--- config.mk ---
export PLATFORM = sky130hd
export DESIGN_NAME = rat_io_timer_int_flat
export DESIGN_NICKNAME = d
export VERILOG_FILES = /design/src/rtl/rat_io_pkg.sv /design/src/rtl/rat_io_timer_int_if.sv /design/src/rtl/rat_sync_edge.sv /design/src/rtl/rat_io_timer_int.sv /design/src/flat_wrapper.sv
export SDC_FILE = /design/constraint.sdc
export NUM_CORES = 1
export LEC_CHECK = 0
export BUFFER_PORTS_ARGS = -buffer_cell sky130_fd_sc_hd__buf_2
export CORE_UTILIZATION = 30
export DETAILED_ROUTE_END_ITERATION = 10
export SETUP_SLACK_MARGIN = 0.05
export SKIP_LAST_GASP = 1
export SYNTH_ARGS = -nofsm -noshare
export SYNTH_HDL_FRONTEND = slang
export SYNTH_SLANG_ARGS = --single-unit
--- constraint.sdc ---
create_clock -name CLK -period 3.75 [get_ports CLK]
set_clock_uncertainty 0.2 [all_clocks]
set_input_delay 0.375 -clock CLK [delete_from_list [all_inputs] [get_ports CLK]]
set_output_delay 0.375 -clock CLK [all_outputs]
set_load 0.02 [all_outputs]
--- src/rtl/rat_io_pkg.sv ---
// Shared definitions for RAT CPU port-mapped peripherals:
// port addresses, control/status bit positions and the timer state encoding.
package rat_io_pkg;

  localparam logic [7:0] P_RLD_LO = 8'hB0;
  localparam logic [7:0] P_RLD_HI = 8'hB1;
  localparam logic [7:0] P_CTRL   = 8'hB2;
  localparam logic [7:0] P_STAT   = 8'hB3;
  localparam logic [7:0] P_CNT_LO = 8'hB4;
  localparam logic [7:0] P_CNT_HI = 8'hB5;

  localparam int CTRL_EN     = 0;
  localparam int CTRL_AUTO   = 1;
  localparam int CTRL_TMR_IE = 4;
  localparam int CTRL_EXT_IE = 5;

  localparam int STAT_TMR = 0;
  localparam int STAT_EXT = 1;
  localparam int STAT_RUN = 2;

  typedef enum logic [1:0] {
    ST_IDLE = 2'd0,
    ST_LOAD = 2'd1,
    ST_RUN  = 2'd2
  } state_e;

endpackage

--- src/rtl/rat_io_timer_int_if.sv ---
// RAT CPU port bus: the CPU drives strobe, address and write data,
// the peripheral returns read data for the addressed port.
interface rat_io_timer_int_if;

  logic       IO_STRB;
  logic [7:0] PORT_ID;
  logic [7:0] OUT_PORT;
  logic [7:0] IN_DATA;

  modport master (output IO_STRB, output PORT_ID, output OUT_PORT, input IN_DATA);
  modport slave  (input IO_STRB, input PORT_ID, input OUT_PORT, output IN_DATA);

endinterface

--- src/rtl/rat_sync_edge.sv ---
// Two-flop synchronizer for an asynchronous level with a one-cycle
// rising-edge pulse taken from the synchronized side.
module rat_sync_edge
  import rat_io_pkg::*;
(
  input  logic CLK,
  input  logic RESET,
  input  logic async_in,
  output logic rise_pulse
);

  logic meta_r;
  logic sync_r;
  logic prev_r;

  // Synchronizer chain plus one delayed copy for edge detection
  always_ff @(posedge CLK) begin
    if (RESET) begin
      meta_r <= 1'b0;
      sync_r <= 1'b0;
      prev_r <= 1'b0;
    end else begin
      meta_r <= async_in;
      sync_r <= meta_r;
      prev_r <= sync_r;
    end
  end

  assign rise_pulse = sync_r & ~prev_r;

endmodule

--- src/rtl/rat_io_timer_int.sv ---
// Port-mapped prescaled down-counter and external event line, merged into
// a single maskable interrupt request for the RAT CONTROL_UNIT.
module rat_io_timer_int
  import rat_io_pkg::*;
#(
  parameter int PRESCALE = 50
)(
  input  logic                CLK,
  input  logic                RESET,
  rat_io_timer_int_if.slave   bus,
  input  logic                INT_EXT,
  output logic                INT_CU
);

  localparam int              PRE_W   = (PRESCALE > 2) ? $clog2(PRESCALE) : 1;
  localparam logic [PRE_W-1:0] PRE_MAX = PRE_W'(PRESCALE - 1);

  state_e           state_r;
  logic [15:0]      rld_r;
  logic [15:0]      count_r;
  logic [PRE_W-1:0] pre_r;
  logic             en_r;
  logic             auto_r;
  logic             tmr_ie_r;
  logic             ext_ie_r;
  logic             tmr_pend_r;
  logic             ext_pend_r;

  logic       wr_rld_lo_s;
  logic       wr_rld_hi_s;
  logic       wr_ctrl_s;
  logic       wr_stat_s;
  logic       tick_s;
  logic       expire_s;
  logic       ext_rise_s;
  logic [7:0] ctrl_byte_s;
  logic [7:0] stat_byte_s;
  logic [7:0] rd_data_s;

  assign wr_rld_lo_s = bus.IO_STRB && (bus.PORT_ID == P_RLD_LO);
  assign wr_rld_hi_s = bus.IO_STRB && (bus.PORT_ID == P_RLD_HI);
  assign wr_ctrl_s   = bus.IO_STRB && (bus.PORT_ID == P_CTRL);
  assign wr_stat_s   = bus.IO_STRB && (bus.PORT_ID == P_STAT);

  assign tick_s   = (pre_r == PRE_MAX);
  // A CTRL write takes priority over counting, so it also suppresses an expiry
  assign expire_s = (state_r == ST_RUN) && tick_s && (count_r == 16'h0000) && !wr_ctrl_s;

  rat_sync_edge u_ext_sync (
    .CLK        (CLK),
    .RESET      (RESET),
    .async_in   (INT_EXT),
    .rise_pulse (ext_rise_s)
  );

  // Reload value; takes effect only at the next load or periodic reload
  always_ff @(posedge CLK) begin
    if (RESET) begin
      rld_r <= 16'h0000;
    end else begin
      if (wr_rld_lo_s) rld_r[7:0]  <= bus.OUT_PORT;
      if (wr_rld_hi_s) rld_r[15:8] <= bus.OUT_PORT;
    end
  end

  // Control bits, prescaler, down-counter and state sequencing
  always_ff @(posedge CLK) begin
    if (RESET) begin
      state_r  <= ST_IDLE;
      count_r  <= 16'h0000;
      pre_r    <= {PRE_W{1'b0}};
      en_r     <= 1'b0;
      auto_r   <= 1'b0;
      tmr_ie_r <= 1'b0;
      ext_ie_r <= 1'b0;
    end else if (wr_ctrl_s) begin
      en_r     <= bus.OUT_PORT[CTRL_EN];
      auto_r   <= bus.OUT_PORT[CTRL_AUTO];
      tmr_ie_r <= bus.OUT_PORT[CTRL_TMR_IE];
      ext_ie_r <= bus.OUT_PORT[CTRL_EXT_IE];
      state_r  <= bus.OUT_PORT[CTRL_EN] ? ST_LOAD : ST_IDLE;
    end else begin
      case (state_r)
        ST_IDLE: begin
          state_r <= ST_IDLE;
        end
        ST_LOAD: begin
          count_r <= rld_r;
          pre_r   <= {PRE_W{1'b0}};
          state_r <= ST_RUN;
        end
        ST_RUN: begin
          if (tick_s) begin
            pre_r <= {PRE_W{1'b0}};
            if (count_r != 16'h0000) begin
              count_r <= count_r - 16'h0001;
            end else if (auto_r) begin
              count_r <= rld_r;
            end else begin
              en_r    <= 1'b0;
              state_r <= ST_IDLE;
            end
          end else begin
            pre_r <= pre_r + PRE_W'(1);
          end
        end
        default: begin
          state_r <= ST_IDLE;
        end
      endcase
    end
  end

  // Pending flags: a set on the same edge as a write-1-to-clear wins
  always_ff @(posedge CLK) begin
    if (RESET) begin
      tmr_pend_r <= 1'b0;
      ext_pend_r <= 1'b0;
    end else begin
      tmr_pend_r <= expire_s   | (tmr_pend_r & ~(wr_stat_s & bus.OUT_PORT[STAT_TMR]));
      ext_pend_r <= ext_rise_s | (ext_pend_r & ~(wr_stat_s & bus.OUT_PORT[STAT_EXT]));
    end
  end

  assign ctrl_byte_s = {2'b00, ext_ie_r, tmr_ie_r, 2'b00, auto_r, en_r};
  assign stat_byte_s = {5'b00000, (state_r == ST_RUN), ext_pend_r, tmr_pend_r};

  // Read mux; unmatched ports return zero so the board can OR read buses
  always_comb begin
    rd_data_s = 8'h00;
    case (bus.PORT_ID)
      P_RLD_LO: rd_data_s = rld_r[7:0];
      P_RLD_HI: rd_data_s = rld_r[15:8];
      P_CTRL:   rd_data_s = ctrl_byte_s;
      P_STAT:   rd_data_s = stat_byte_s;
      P_CNT_LO: rd_data_s = count_r[7:0];
      P_CNT_HI: rd_data_s = count_r[15:8];
      default:  rd_data_s = 8'h00;
    endcase
  end

  assign bus.IN_DATA = rd_data_s;
  assign INT_CU      = (tmr_pend_r & tmr_ie_r) | (ext_pend_r & ext_ie_r);

endmodule

--- src/flat_wrapper.sv ---
// flat-port wrapper written by rule: the top's interface ports become plain ports
module rat_io_timer_int_flat import rat_io_pkg::*;
#(
  parameter int PRESCALE = 50
)
  (CLK, RESET, INT_EXT, INT_CU, bus_IO_STRB, bus_PORT_ID, bus_OUT_PORT, bus_IN_DATA);
  rat_io_timer_int_if bus_i ();
  input  logic CLK;
  input  logic RESET;
  input  logic INT_EXT;
  output logic INT_CU;
  input wire logic [$bits(bus_i.IO_STRB)-1:0] bus_IO_STRB;
  input wire logic [$bits(bus_i.PORT_ID)-1:0] bus_PORT_ID;
  input wire logic [$bits(bus_i.OUT_PORT)-1:0] bus_OUT_PORT;
  output wire logic [$bits(bus_i.IN_DATA)-1:0] bus_IN_DATA;
  assign bus_i.IO_STRB = bus_IO_STRB;
  assign bus_i.PORT_ID = bus_PORT_ID;
  assign bus_i.OUT_PORT = bus_OUT_PORT;
  assign bus_IN_DATA = bus_i.IN_DATA;
  rat_io_timer_int #(.PRESCALE(PRESCALE)) u_core (.CLK(CLK), .RESET(RESET), .bus(bus_i), .INT_EXT(INT_EXT), .INT_CU(INT_CU));
endmodule
-- After elaboration in Yosys (flattened, before gate mapping)
Cells that the tools add are included.
- bitwise operators: 14
- $add $sub $neg: 2
- magnitude comparators: 0
- shift operators: 0
- $mul: 0
- reductions and logical operators: 17
- eq/ne operators: 16
- mux-type cells: 18
- divide/modulo/power cells: 0
- operators by type and width (operator ; number):
    $eq A8 B8 Y1 const B ; 6
    $mux W16 ; 3
    $pmux W8 S6 ; 1
    $pmux W16 S2 ; 1
    $logic_not A16 Y1 ; 1
    $reduce_bool A16 Y1 ; 1
    $sub A16 B1 Y16 const B ; 1
    $pmux W6 S2 ; 1
    $mux W2 ; 4
    $reduce_and A4 Y1 ; 2
    $and A1 B1 Y1 ; 7
    $logic_and A1 B1 Y1 ; 7
    $add A6 B1 Y6 const B ; 1
    $eq A6 B6 Y1 const B ; 1
    $mux W1 ; 6
    $mux W6 ; 1
    $ne A3 B2 Y1 const B ; 2
    $reduce_bool A2 Y1 ; 3
    $ne A2 B1 Y1 const B ; 2
    $not A1 Y1 ; 4
    $pmux W2 S2 ; 1
    $ne A3 B1 Y1 const B ; 1
    $ne A3 B3 Y1 const B ; 1
    $or A1 B1 Y1 ; 3
    6 further kinds ; 6
- word-level logic and storage cells: 81
- input port bits: 20
- latch bits: 0
- register bits after elaboration: 49
- output and inout bits: 9
- memory bits (read-only): 0
- memories kept: 0
- bits in writable memories: 0

-- Depth between registers and ports, before layout
Gate-level depths: netlist (run 1).
- word-level depth: 6
- gate-level depth with buffers: 9
- gate-level depth less buffers: 7

-- By module
From an unflattened synthesis (run 1), not the netlist that was laid out.
- cell total of the unflattened synthesis: 346
- area, all modules: 2820.2 um^2
- modules (own cells, without submodules) (module ; times used ; seq. area each (um^2) ; area an instance (um^2) ; cells an instance):
    rat_io_timer_int ; 1 ; 920.9 ; 2732.6 ; 339
    rat_sync_edge ; 1 ; 60.1 ; 87.6 ; 7

-- Worst setup path before layout (run 1)
No wires, ideal clock.
- path kind: input-to-output
- start: input port bus_PORT_ID[6]
- end: output port bus_IN_DATA[2]
- required time: 3.175 ns
- path buffers: 0
- cell stages on the path: 5
- slack: 1.408 ns
- arrival: 1.767 ns
- path through: nand4b_1 -> nor3_1 -> nor3b_1 -> a22oi_1 -> o21ai_0
- word-level cells in the longest chain between the ends: 2
- elaborated cells between the ends (all ways): 7
- classes of those cells: 6 x eq/ne; 1 x mux
- ends and longest elaborated chain (what ; RTL line ; RTL):
    start: declaration ; flat_wrapper.sv:13 ; input wire logic [$bits(bus_i.PORT_ID)-1:0] bus_PORT_ID;
    $eq A8 B8 Y1 ; rat_io_timer_int.sv:131 ; case (bus.PORT_ID)
    $pmux W8 S6 (*) ; rat_io_timer_int.sv:131 ;
    end: declaration ; flat_wrapper.sv:15 ; output wire logic [$bits(bus_i.IN_DATA)-1:0] bus_IN_DATA;
Every way passes the cells marked *; elsewhere a longest branch is shown, timed or not.

-- Worst setup path after layout (run 1)
- start: register u_core.count_r[1]
- end: register u_core.count_r[12]
- word-level cells in the longest chain between the ends: 4
- elaborated cells between the ends (all ways): 7
- classes of those cells: 1 x add/sub; 1 x eq/ne; 3 x mux; 2 x reduce/logical
- ends and longest elaborated chain (what ; RTL line ; RTL):
    start: declaration ; rat_io_timer_int.sv:20 ; logic [15:0] count_r;
    start signal: assignment ; rat_io_timer_int.sv:88 ; count_r <= rld_r;
    start signal: assignment ; rat_io_timer_int.sv:96 ; count_r <= count_r - 16'h0001;
    start signal: assignment ; rat_io_timer_int.sv:98 ; count_r <= rld_r;
    $sub A16 B1 Y16 or $reduce_bool A16 Y1 (tied branches) ; rat_io_timer_int.sv:96, rat_io_timer_int.sv:95 ;
    $mux W16 ; rat_io_timer_int.sv:95 ; if (count_r != 16'h0000) begin
    $mux W16 ; rat_io_timer_int.sv:93 ; if (tick_s) begin
    $pmux W16 S2 ; rat_io_timer_int.sv:83 ; case (state_r)
Several ways; a longest one is shown, not always the timed one. The select of a mux whose other input is x is not followed.
A chain may end at the register's enable or synchronous reset.

==> metrics.csv, run 1 <==
metric,value,unit
critPathKind,register to register,
synth-edff-count,0,
worstSetupStartpointType,register,
fp.dieW,101,µm
fill_cells,989,
initial_core_util,31.5,%
worstPathRequired,3.76,ns
postCtsResizedCells,0,
dp_hpwl,5490,µm
routed_wl,7460,µm
coreArea,9420,µm²
initialDrtViolationCount,133,
die_area,10300,µm²
ir_worst_vdd,0.000143,V
holdBufCountCts,0,
synth_cell_types,67,
place_inst,473,
grt_max_degree,50,
instances_no_fill,481,
dieHeight,101,µm
status,finished clean,
slew_violations,0,
wire_per_inst,15.5,µm
worstReg2RegStart,u_core.count_r[1]$_SDFFE_PP0P_,
antennaDiodeCount,0,
port_buffers,28,
layout.cells.most_common,dfxtp_1,
post-cts-setup-buffers,0,
grt_pass1_wl,12500,µm
tightestPinTransition,0.997,ns
final-seq-area,981,µm²
netlist.area_leader.share,33.1,%
synth_area,2960,µm²
holdWs,0.0883,ns
maxSlewHeadroom,33.5,%
multiInputGateArea,1800,µm²
max_cap_violations,0,
setup_tns,0,ns
synth_seq_cells,49,
dp_slack,1.06,ns
worstPathArrival,2.73,ns
cts-buffers-inserted,5,
hold_violations,0,
mostFrequentLayoutCells,"49 x dfxtp_1, 39 x nor2_1, 29 x nand2_1",
clock-sinks,49,
clock_latency,0.31,ns
gp_congestion,0.874,
p_per_area,278,nW/µm²
fin_nets,377,
clock.fmax,369,MHz
pin_count,29,
synthTopCellsByArea,"dfxtp_1 33%, mux2i_1 8.8%, nor2_1 4.9%",
ant_nets,0,
min-delay-start,INT_EXT,
path_max_fanout,32,
fin_crit_sh,72.4,%
synth-async-reset-ratio,0,%
via_per_inst,5.28,
period_minus_slack,2.71,ns
avgSynthCellArea,8.87,µm²
ys.flop_type,dfxtp_1,
grt_pass1_vias,2478,
rows,35,
setup_viol,0,
cts_buffer_depth,2,
dpl-instance-area,3150,µm²
cts_tree,yes,
drt_first_pass_iters,4,
antenna_found_initial,0,
stdcell_area,3250,µm²
rsz0062_at_grt,false,
synth_nets,360,
drive_gt1_share,21.6,%
clk_pin_slew_worst_paths,0.10,ns
setup_slack,1.04,ns
cts_htree_levels,2,
drcViolationCount,0,
synth_seq_area_share,33.1,%
leakage,1.20,nW
syn_to_final_growth,9.59,%
gr-total-overflow,0,
track_usage,15.6,%
synth.largest_area_cell,dfxtp_1,
cp-startpoint,u_core.count_r[1]$_SDFFE_PP0P_,
end_kind,register,
yosysWarnings,0,
synthCells,334,
clockRootBuffer,clkbuf_8,
vias,2542,
min_path_type,input pin to register,
[per-layer routing]
layer	vias up	share of wire [%]	global-route usage [%]	routed length, µm
li1	1244	-	-	-
met2	55	48	25.9	3580
met1	1229	47	20.8	3490
met3	14	3.5	1.93	258
met5	-	0	0	0
met4	0	1.8	5.46	136
[cell usage after synthesis (2+ instances only)]
cell and n:
nand4_1 4, a21oi_2 11, a21bo_2 2, o21ai_1 6, nand2b_1 3, nor2_1 39
a221o_1 3, buf_4 2, o31ai_1 2, nand3b_1 2, nor3_1 13, xor2_1 4
nand2_1 29, a21oi_1 16, inv_1 10, or3_1 6, a21o_1 10, a22oi_1 5
nor2b_1 4, buf_6 5, o22ai_1 2, clkbuf_1 9, o21ai_0 2, buf_2 3
o21ai_2 6, ha_1 6, mux4_2 2, mux2i_1 26, dfxtp_1 49, a41o_1 2
or4_1 4, nor4_4 3, or2_2 2, and3_1 3, nor4b_2 2, nand3_1 6
[registers in the layout, summed over array words and instances (netlist names)]
register / cells
u_core.tmr_pend_r: 1
u_core.count_r: 16
u_core.tmr_ie_r: 1
u_core.en_r: 1
u_core.ext_ie_r: 1
u_core.u_ext_sync.meta_r: 1
u_core.ext_pend_r: 1
u_core.state_r: 2
u_core.u_ext_sync.prev_r: 1
u_core.auto_r: 1
u_core.pre_r: 6
u_core.rld_r: 16
u_core.u_ext_sync.sync_r: 1
[power breakdown]
group	total (mW)	internal, mW	switching [mW]	leakage (nW)
Sequential	0.523	0.522	0.000922	0.395
Clock	0.338	0.150	0.188	0.0512
Combinational	0.0408	0.0143	0.0265	0.758
[logic make-up after synthesis]
family | Yosys count | synth area share (%)
buffers and inverters | 32 | 6.13
and+or+nand+nor | 132 | 25.0
AOI/OAI and AO/OA | 81 | 21.1
muxes | 29 | 10.7
DFF | 49 | 33.1
adders and majority gates | 6 | 2.53
xor gates and xnor gates | 5 | 1.48
[critical path, stage by stage, from the launching register on]
cell	delay (ns)
dfxtp_1	0.37
inv_1	0.10
ha_1	0.16
nor4b_2	0.39
nand4_4	0.19
o211ai_4	0.81
buf_4	0.24
o21ai_1	0.07
o31ai_1	0.08
[area by class of cell]
class                           instances  share of cell area (%)
Multi-Input combinational cell        253                    55.4
Tap cell                              129                    4.97
Inverter                               10                    1.16
Clock buffer                            6                    2.54
Sequential cell                        49                    30.2
Timing Repair Buffer                   32                    5.24
Clock inverter                          2                   0.424
[worst paths after layout]
path,end,slack [ns],cells past startpoint
setup reg to reg,u_core.count_r[12]$_SDFFE_PP0P_,1.04,8
hold reg to reg,u_core.u_ext_sync.sync_r$_SDFF_PP0_,0.25,1
setup / recovery,u_core.count_r[12]$_SDFFE_PP0P_,1.04,8
hold / removal,u_core.u_ext_sync.meta_r$_SDFF_PP0_,0.09,2
[metrics by stage]
stage	total power, mW	utilization [%]
final	0.901	34.5
after floorplan	0.557	-
after CTS	0.911	34.5
after global routing	0.934	34.5
after detailed placement	0.576	33.4
after global placement	0.576	33.4
No activity file was read; power rests on OpenSTA's default activity.
==> run 2, diff against run 1 <==
- clock period: 3.75 -> 2.7 ns (I/O delays scaled with it)
==> metrics.csv, run 2 (synthesis gave the netlist of run 1 again) <==
metric,value,unit,change
clk_pin_slew_worst_paths,0.09,ns,was 0.10 ns
worstPathRequired,2.73,ns,was 3.76 ns
coreArea,9420,µm²,unchanged
grt_pass1_vias,2521,,was 2478
critPathKind,register to register,,unchanged
cts_buffer_depth,2,,unchanged
maxSlewHeadroom,42.6,%,was 33.5%
dieHeight,101,µm,unchanged
drcViolationCount,0,,unchanged
max_cap_violations,0,,unchanged
grt_max_degree,42,,was 50
routed_wl,7860,µm,was 7460 µm
postCtsResizedCells,0,,unchanged
setup_tns,0,ns,unchanged
tightestPinTransition,0.861,ns,was 0.997 ns
initialDrtViolationCount,109,,was 133
initial_core_util,31.5,%,unchanged
syn_to_final_growth,13.9,%,was 9.59%
min_path_type,input pin to register,,unchanged
fin_crit_sh,90.4,%,was 72.4%
hold_violations,0,,unchanged
cts_htree_levels,2,,unchanged
clock-sinks,49,,unchanged
p_per_area,363,nW/µm²,was 278 nW/µm²
clock_latency,0.31,ns,about the same
gr-total-overflow,0,,unchanged
clock.fmax,410,MHz,was 369 MHz
worstPathArrival,2.47,ns,was 2.73 ns
clockRootBuffer,clkbuf_8,,unchanged
drt_first_pass_iters,4,,unchanged
grt_pass1_wl,13100,µm,was 12500 µm
setup_viol,0,,unchanged
wire_per_inst,15.8,µm,was 15.5 µm
cts_tree,yes,,unchanged
top_regs,"u_core.count_r (16), u_core.rld_r (16), u_core.pre_r (6)",,unchanged
drive_gt1_share,24.9,%,was 21.6%
track_usage,16.2,%,was 15.6%
end_kind,register,,unchanged
rows,35,,unchanged
worstSetupStartpointType,register,,unchanged
layout.cells.most_common,dfxtp_1,,unchanged
slew_violations,0,,unchanged
path_max_fanout,14,,was 32
via_per_inst,5.17,,was 5.28
fill_cells,986,,was 989
period_minus_slack,2.44,ns,was 2.71 ns
fin_nets,395,,was 377
die_area,10300,µm²,unchanged
post-cts-setup-buffers,0,,unchanged
fp.dieW,101,µm,unchanged
antenna_found_initial,0,,unchanged
mostFrequentLayoutCells,"49 x dfxtp_1, 39 x nor2_1, 29 x nand2_1",,unchanged
status,finished clean,,unchanged
cts-buffers-inserted,5,,unchanged
rsz0062_at_grt,false,,unchanged
dp_hpwl,5820,µm,was 5490 µm
vias,2573,,was 2542
pin_count,29,,unchanged
port_buffers,28,,unchanged
ant_nets,0,,unchanged
gp_congestion,0.906,,was 0.874
leakage,1.28,nW,was 1.20 nW
ir_worst_vdd,0.000287,V,was 0.000143 V
antennaDiodeCount,0,,unchanged
holdWs,0.00841,ns,was 0.0883 ns
==> run 2: cell types whose count changed in the layout (fill, tap and decap cells not counted), sizes merged <==
cell,change
inv,+1
dlygate4sd3,+1
buf,+16
clkinv,-1
o211ai,+1
clkbuf,-1
==> run 2: final timing paths <==
kind,start,to,slack [ns],cells past startpoint
setup / recovery,u_core.count_r[0]$_SDFFE_PP0P_,u_core.count_r[13]$_SDFFE_PP0P_,0.26,8
hold / removal,bus_OUT_PORT[2],u_core.rld_r[2]$_SDFFE_PP0P_,0.008,3
hold reg to reg,u_core.u_ext_sync.meta_r$_SDFF_PP0_,u_core.u_ext_sync.sync_r$_SDFF_PP0_,0.24,1
setup reg to reg,u_core.count_r[0]$_SDFFE_PP0P_,u_core.count_r[13]$_SDFFE_PP0P_,0.26,8
==> run 2: power by group <==
group / total (mW) / internal, mW / switching [mW]
clock: 0.437 / 0.180 / 0.257
sequential: 0.726 / 0.725 / 0.00138
combinational: 0.0607 / 0.0236 / 0.0371
total: 1.22 / 0.928 / 0.295
==> run 2: area by class of cell <==
| cell class | count | area [µm²] | share of cell area [%] |
|---|---|---|---|
| Tap cell | 129 | 161 | 4.78 |
| Sequential cell | 49 | 981 | 29.1 |
| Clock inverter | 2 | 13.8 | 0.408 |
| Clock buffer | 5 | 68.8 | 2.04 |
| Timing Repair Buffer | 49 | 300 | 8.90 |
| Multi-Input combinational cell | 254 | 1810 | 53.7 |
| Inverter | 10 | 37.5 | 1.11 |
==> run 2: critical path, stage by stage (launching register included) <==
cell and delay, ns:
dfxtp_1 0.32, inv_1 0.07, ha_1 0.16, nor4b_2 0.45
nand4_4 0.22, o211ai_4 0.48, buf_4 0.24, o21ai_1 0.07
a21oi_1 0.16
==> run 2: what timing repair did <==
action                                 CTS  global route
setup endpoints to repair                3             0
hold buffers                             1             0
endpoints found under the hold margin    1             0
==> run 2: layer usage <==
| layer | routed length (µm) | global-route usage (%) | share of wire [%] |
|---|---|---|---|
| met4 | 97 | 4.68 | 1.2 |
| met3 | 338 | 2.55 | 4.3 |
| met1 | 3860 | 22.7 | 49 |
| met2 | 3560 | 25.8 | 45 |
| met5 | 0 | 0 | 0 |
==> run 2: metrics by stage <==
step	total power, mW	setup slack, ns	std cells	area (µm²)	utilization [%]
detailed placement	0.803	0.0127	489	3270	34.7
global route	1.27	0.104	498	3370	35.8
CTS	1.24	0.250	498	3370	35.8
global placement	0.803	0.112	489	3270	34.7
finish	1.22	0.258	498	3370	35.8
floorplan	0.774	0.568	334	2960	-
